--- src/rtl/sys_ctrl_pkg.sv ---
// rtl/sys_ctrl_pkg.sv - shared system-controller constants and the TX sequencer FSM encoding
package sys_ctrl_pkg;

  localparam int DATA_WIDTH = 8;

  // Command opcodes decoded by the receive-side controller.
  localparam logic [7:0] CMD_REG_WR  = 8'hAA;
  localparam logic [7:0] CMD_REG_RD  = 8'hBB;
  localparam logic [7:0] CMD_ALU_OP  = 8'hCC;
  localparam logic [7:0] CMD_ALU_NOP = 8'hDD;

  typedef enum logic [1:0] {
    ST_IDLE      = 2'd0,
    ST_SEND      = 2'd1,
    ST_WAIT_ACK  = 2'd2,
    ST_WAIT_DONE = 2'd3
  } tx_state_e;

  // Frames per result and the order ALU halves go out: low byte first.
  localparam logic [1:0] REG_BYTE_CNT  = 2'd1;
  localparam logic [1:0] ALU_BYTE_CNT  = 2'd2;
  localparam logic       ALU_FIRST_IDX = 1'b0;

  function automatic logic is_last_byte(input logic idx, input logic [1:0] count);
    return ({1'b0, idx} + 2'd1) >= count;
  endfunction

endpackage

--- src/rtl/tx_req_slot.sv ---
// rtl/tx_req_slot.sv - one-deep request holding register with pending flag and overwrite pulse
module tx_req_slot #(
  parameter int WIDTH = 8
) (
  input  logic             i_clk,
  input  logic             i_rst,
  input  logic             i_load,
  input  logic [WIDTH-1:0] i_data,
  input  logic             i_take,
  output logic [WIDTH-1:0] o_data,
  output logic             o_pending,
  output logic             o_ovf
);

  logic [WIDTH-1:0] r_data;
  logic             r_pending;
  logic             r_ovf;

  // A load on the same edge as a take refills the freed slot; that is not an overwrite.
  always_ff @(posedge i_clk or negedge i_rst) begin
    if (!i_rst) begin
      r_data    <= '0;
      r_pending <= 1'b0;
      r_ovf     <= 1'b0;
    end else begin
      if (i_load) begin
        r_data <= i_data;
      end
      r_pending <= i_load | (r_pending & ~i_take);
      r_ovf     <= i_load & r_pending & ~i_take;
    end
  end

  assign o_data    = r_data;
  assign o_pending = r_pending;
  assign o_ovf     = r_ovf;

endmodule

--- src/rtl/sys_tx_ctrl.sv ---
// rtl/sys_tx_ctrl.sv - UART TX sequencer: buffers reg/ALU results, arbitrates, serializes bytes
module sys_tx_ctrl
  import sys_ctrl_pkg::*;
#(
  parameter int DATA_WIDTH = sys_ctrl_pkg::DATA_WIDTH
) (
  input  logic                    clk,
  input  logic                    rst,
  input  logic                    reg_send,
  input  logic [DATA_WIDTH-1:0]   reg_data,
  input  logic                    alu_send,
  input  logic [2*DATA_WIDTH-1:0] alu_data,
  input  logic                    tx_busy,
  output logic [DATA_WIDTH-1:0]   tx_data,
  output logic                    tx_valid,
  output logic                    ctrl_busy,
  output logic                    ovf
);

  tx_state_e               r_state;
  tx_state_e               w_next_state;
  logic [2*DATA_WIDTH-1:0] r_svc;
  logic [1:0]              r_count;
  logic                    r_idx;
  logic [DATA_WIDTH-1:0]   r_tx_data;

  logic [DATA_WIDTH-1:0]   w_reg_q;
  logic [2*DATA_WIDTH-1:0] w_alu_q;
  logic                    w_reg_pend;
  logic                    w_alu_pend;
  logic                    w_reg_ovf;
  logic                    w_alu_ovf;
  logic                    w_any_pend;
  logic                    w_take_reg;
  logic                    w_take_alu;
  logic                    w_last;
  logic                    w_next_byte;

  tx_req_slot #(.WIDTH(DATA_WIDTH)) u_reg_slot (
    .i_clk     (clk),
    .i_rst     (rst),
    .i_load    (reg_send),
    .i_data    (reg_data),
    .i_take    (w_take_reg),
    .o_data    (w_reg_q),
    .o_pending (w_reg_pend),
    .o_ovf     (w_reg_ovf)
  );

  tx_req_slot #(.WIDTH(2*DATA_WIDTH)) u_alu_slot (
    .i_clk     (clk),
    .i_rst     (rst),
    .i_load    (alu_send),
    .i_data    (alu_data),
    .i_take    (w_take_alu),
    .o_data    (w_alu_q),
    .o_pending (w_alu_pend),
    .o_ovf     (w_alu_ovf)
  );

  // Fixed priority: reg wins over alu, and only while idle so a transfer is never preempted.
  assign w_any_pend  = w_reg_pend | w_alu_pend;
  assign w_take_reg  = (r_state == ST_IDLE) & w_reg_pend;
  assign w_take_alu  = (r_state == ST_IDLE) & ~w_reg_pend & w_alu_pend;
  assign w_last      = is_last_byte(r_idx, r_count);
  assign w_next_byte = (r_state == ST_WAIT_DONE) & ~tx_busy & ~w_last;

  always_ff @(posedge clk or negedge rst) begin
    if (!rst) begin
      r_state <= ST_IDLE;
    end else begin
      r_state <= w_next_state;
    end
  end

  always_comb begin
    w_next_state = ST_IDLE;
    case (r_state)
      ST_IDLE:      w_next_state = w_any_pend ? ST_SEND : ST_IDLE;
      ST_SEND:      w_next_state = ST_WAIT_ACK;
      ST_WAIT_ACK:  w_next_state = tx_busy ? ST_WAIT_DONE : ST_WAIT_ACK;
      ST_WAIT_DONE: begin
        if (tx_busy) begin
          w_next_state = ST_WAIT_DONE;
        end else if (w_last) begin
          w_next_state = ST_IDLE;
        end else begin
          w_next_state = ST_SEND;
        end
      end
      default:      w_next_state = ST_IDLE;
    endcase
  end

  always_comb begin
    tx_valid  = 1'b0;
    ctrl_busy = w_any_pend;
    case (r_state)
      ST_IDLE: begin
        tx_valid  = 1'b0;
      end
      ST_SEND: begin
        tx_valid  = 1'b1;
        ctrl_busy = 1'b1;
      end
      ST_WAIT_ACK, ST_WAIT_DONE: begin
        ctrl_busy = 1'b1;
      end
      default: begin
        tx_valid  = 1'b0;
        ctrl_busy = 1'b0;
      end
    endcase
  end

  // tx_data only moves on entry to SEND, so it stays put while the UART shifts the frame.
  always_ff @(posedge clk or negedge rst) begin
    if (!rst) begin
      r_svc     <= '0;
      r_count   <= '0;
      r_idx     <= 1'b0;
      r_tx_data <= '0;
    end else if (w_take_reg) begin
      r_svc     <= {{DATA_WIDTH{1'b0}}, w_reg_q};
      r_count   <= REG_BYTE_CNT;
      r_idx     <= 1'b0;
      r_tx_data <= w_reg_q;
    end else if (w_take_alu) begin
      r_svc     <= w_alu_q;
      r_count   <= ALU_BYTE_CNT;
      r_idx     <= ALU_FIRST_IDX;
      r_tx_data <= w_alu_q[DATA_WIDTH-1:0];
    end else if (w_next_byte) begin
      r_idx     <= ~r_idx;
      r_tx_data <= r_svc[2*DATA_WIDTH-1:DATA_WIDTH];
    end
  end

  assign tx_data = r_tx_data;
  assign ovf     = w_reg_ovf | w_alu_ovf;

endmodule

--- config.mk ---
export PLATFORM = sky130hd
export DESIGN_NAME = sys_tx_ctrl
export DESIGN_NICKNAME = d
export VERILOG_FILES = /design/src/rtl/sys_ctrl_pkg.sv /design/src/rtl/tx_req_slot.sv /design/src/rtl/sys_tx_ctrl.sv
export SDC_FILE = /design/constraint.sdc
export NUM_CORES = 1
export LEC_CHECK = 0
export ABC_AREA = 1
export BUFFER_PORTS_ARGS = -buffer_cell sky130_fd_sc_hd__buf_2
export CORE_UTILIZATION = 45
export CTS_BUF_LIST = sky130_fd_sc_hd__clkbuf_4 sky130_fd_sc_hd__clkbuf_8
export DETAILED_ROUTE_END_ITERATION = 7
export PLACE_DENSITY = 0.67
export SLEW_MARGIN = 20
export SYNTH_ARGS = -nofsm -noshare
export SYNTH_HDL_FRONTEND = slang
export SYNTH_SLANG_ARGS = --single-unit
--- constraint.sdc ---
create_clock -name clk -period 1.5 [get_ports clk]
set_input_delay 0.075 -clock clk [delete_from_list [all_inputs] [get_ports clk]]
set_output_delay 0.075 -clock clk [all_outputs]
set_load 0.005 [all_outputs]
==> reports/qor.yml <==
worst_setup_path:
  critPathMaxFanout: 6
  critPathKind: "flop to flop"
  end_kind: "flop"
  ff2ff_path_depth: 8
  arrival_ns: 1.66
  critPathRequiredTime_ns: 1.71
  start_kind: "flop"
floorplanning:
  chipHeight_um: 71.1
  core.rowCount: 24
  die-area_um2: 5060
  start_util_pct: 48.1
  num_io_pins: 40
  core_area_um2: 4470
  fp.dieW_um: 71.1
pwr:
  ir_drop_v: 0.000700
  power_leakage_nw: 1.47
  power_w: 0.00382
  powerDensity_nw_per_um2: 1370
placed_design:
  dp_slack_ns: 0.0703
  dp_cells: 331
  dp_hpwl_um: 2930
  place.gp.congestion: 0.772
  numPortBuffers: 39
timing:
  fin_skew_ns: 0.0143
  tightest_slew_ns: 0.533
  fin_crit_sh_pct: 96.7
  timing.fmax_ghz: 0.689
  relSlewSlack_pct: 64.3
  tns_ns: 0
  setup_ws_ns: 0.0489
  whs_ns: 0.0397
  min_period_ns: 1.45
  rsz0062_at_grt: "true"
  hold_viol: 0
  drv_slew: 0
  setup_viol: 0
clock_tree:
  cts_root_buffer: "clkbuf_8"
  numCtsBuffers: 5
  insertion_delay_ns: 0.31
  clkTransAtPathRegs_ns: 0.10
  cts.htree.levels: 2
  tritoncts: "built"
  numClockSinks: 49
  cts.path.max_buffers: 2
route:
  vias_per_cell: 4.80
  drtAntennaViolNets: 0
  drt_iter0_drc: 97
  post_drt_wl_per_cell_um: 11.9
  routed_wl_um: 4370
  via_count: 1766
  firstDrtPassIters: 6
  drc: 0
grt:
  grt_pass1_vias: 1747
  gr-usage-met3_pct: 4.70
  grt_pass1_wl_um: 7750
  grtUsageMet1_pct: 25.3
  grt_max_degree: 50
  overflow: 0
  grt-busiest-layer: "met2"
  antenna_found_initial: 0
  met2_usage_pct: 34.0
  grt_usage_pct: 19.9
final_layout:
  fin_cells: 368
  multiInputGateArea_um2: 772
  nets: 346
  syn2layout_area_growth_pct: 29.5
  layout-drive-gt1-share_pct: 21.5
  regArea_um2: 1230
  antenna-diode-count: 0
  fillers: 403
yosys:
  synth_seq_area_share_pct: 57.0
  synthFlopType: "dfrtp_1"
  yosysTopAreaCell: "dfrtp_1"
  ys_seq_elements: 49
  synth_most_common_cell: "nand2_1"
  synthCells: 244
  synthArstFlopShare_pct: 100
  synth_cell_types: 23
  yosysWarnings: 0
  synth.area.top_cells: "dfrtp_1 (57%), nand2_1 (14%), nand3_1 (5.8%)"
  ys_top_cells_by_count: "nand2_1 (82), dfrtp_1 (49), nand3_1 (25), inv_1 (23), o21ai_0 (17)"
  yosys.area.top_type_share_pct: 57.0
  synth_edf_count: 0
  synth_area_per_cell_um2: 8.81
  synth_nets: 275
  synth_area_um2: 2150
min_path:
  holdPathStages: 3
  hold_class: "input port to flop"
run:
  maxCapViolations: 0
status:
  outcome: "finished clean"
[stage by stage]
stage	cell area (um^2)	utilization (%)
floorplan	2150	-
global placement	2410	53.9
detailed placement	2410	53.9
CTS	2750	61.5
global route	2790	62.2
finish	2790	62.2
[cells by family (layout without fill, tap and decap cells)]
family                   after synthesis  in the layout  synth area share, %
AND/OR/NAND/NOR                      128            128                 27.3
AO/OA/AOI/OAI                         29             29                 7.27
flip-flops                            49             49                 57.0
adder cells (fa/ha/maj)                2              2                 1.16
buffers and inverters                 36            108                 7.21
[state kept, by name (all words and copies together) (netlist names)]
register              count
u_alu_slot.o_data        16
r_svc                     8
tx_data                   8
u_reg_slot.o_data         8
r_count                   2
r_state                   2
r_idx                     1
u_alu_slot.o_ovf          1
u_alu_slot.o_pending      1
u_reg_slot.o_ovf          1
u_reg_slot.o_pending      1
[where the power goes]
part,switching (W),leakage (nW),internal (W)
Combinational,0.000736,0.816,0.000541
Clock,0.000430,0.0408,0.000347
Sequential,0.000177,0.612,0.00159
[timing repair]
| item | CTS | global route |
|---|---|---|
| endpoints found under the hold margin | 73 | 0 |
| endpoints found under the setup margin | 0 | 9 |
| setup buffers | 0 | 4 |
| gates resized for setup | 0 | 1 |
| hold buffers | 25 | 0 |
[cell usage in the layout (no fill, tap or decap)]
cell,count
nand2_1,81
dfrtp_1,49
buf_2,39
nand3_1,25
dlygate4sd3_1,25
inv_1,23
o21ai_0,17
o21ai_1,11
buf_4,9
nand4_1,8
clkbuf_8,5
nor2_1,3
nor3_1,3
nand2_2,2
inv_2,2
ha_1,2
clkinvlp_4,2
nor2_4,1
nor2_2,1
o21ai_4,1
or2_2,1
clkinv_1,1
nand3_4,1
nand3b_4,1
nand2_4,1
clkbuf_4,1
buf_12,1
[worst max-delay path: stages (launching register included)]
cell      delay, ns
dfrtp_1        0.42
ha_1           0.29
inv_1          0.07
nand2_1        0.06
nand2_2        0.09
nand3b_4       0.12
buf_4          0.17
nand3_1        0.07
nand2_1        0.06
[per-layer routing]
layer	part of all wire (%)	vias to the layer above
li1	-	925
met1	47	809
met2	49	25
met3	3.1	7
met4	1.3	0
met5	0	-
[final cells by class]
| type | instances | share of cell area [%] |
|---|---|---|
| well taps | 52 | 2.34 |
| inverters | 26 | 3.50 |
| flip-flops and latches | 49 | 44.0 |
| clock inverters | 2 | 0.539 |
| clock buffers | 6 | 2.74 |
| repair buffers | 74 | 19.1 |
| multi-input cells | 159 | 27.7 |
[worst paths after layout]
| path | to | slack [ns] | startpoint |
|---|---|---|---|
| setup / recovery | tx_data[7] | 0.05 | r_idx |
| hold / removal | r_state[0] | 0.04 | tx_busy |
| setup reg to reg | tx_data[7] | 0.05 | r_idx |
| hold reg to reg | u_alu_slot.o_data[7] | 0.48 | u_alu_slot.o_data[7] |
| max in group asynchronous | u_alu_slot.o_ovf | 1.00 | rst |
| min in group asynchronous | r_svc[14] | 0.28 | rst |
Note: power is estimated with default switching activity, not from simulation.
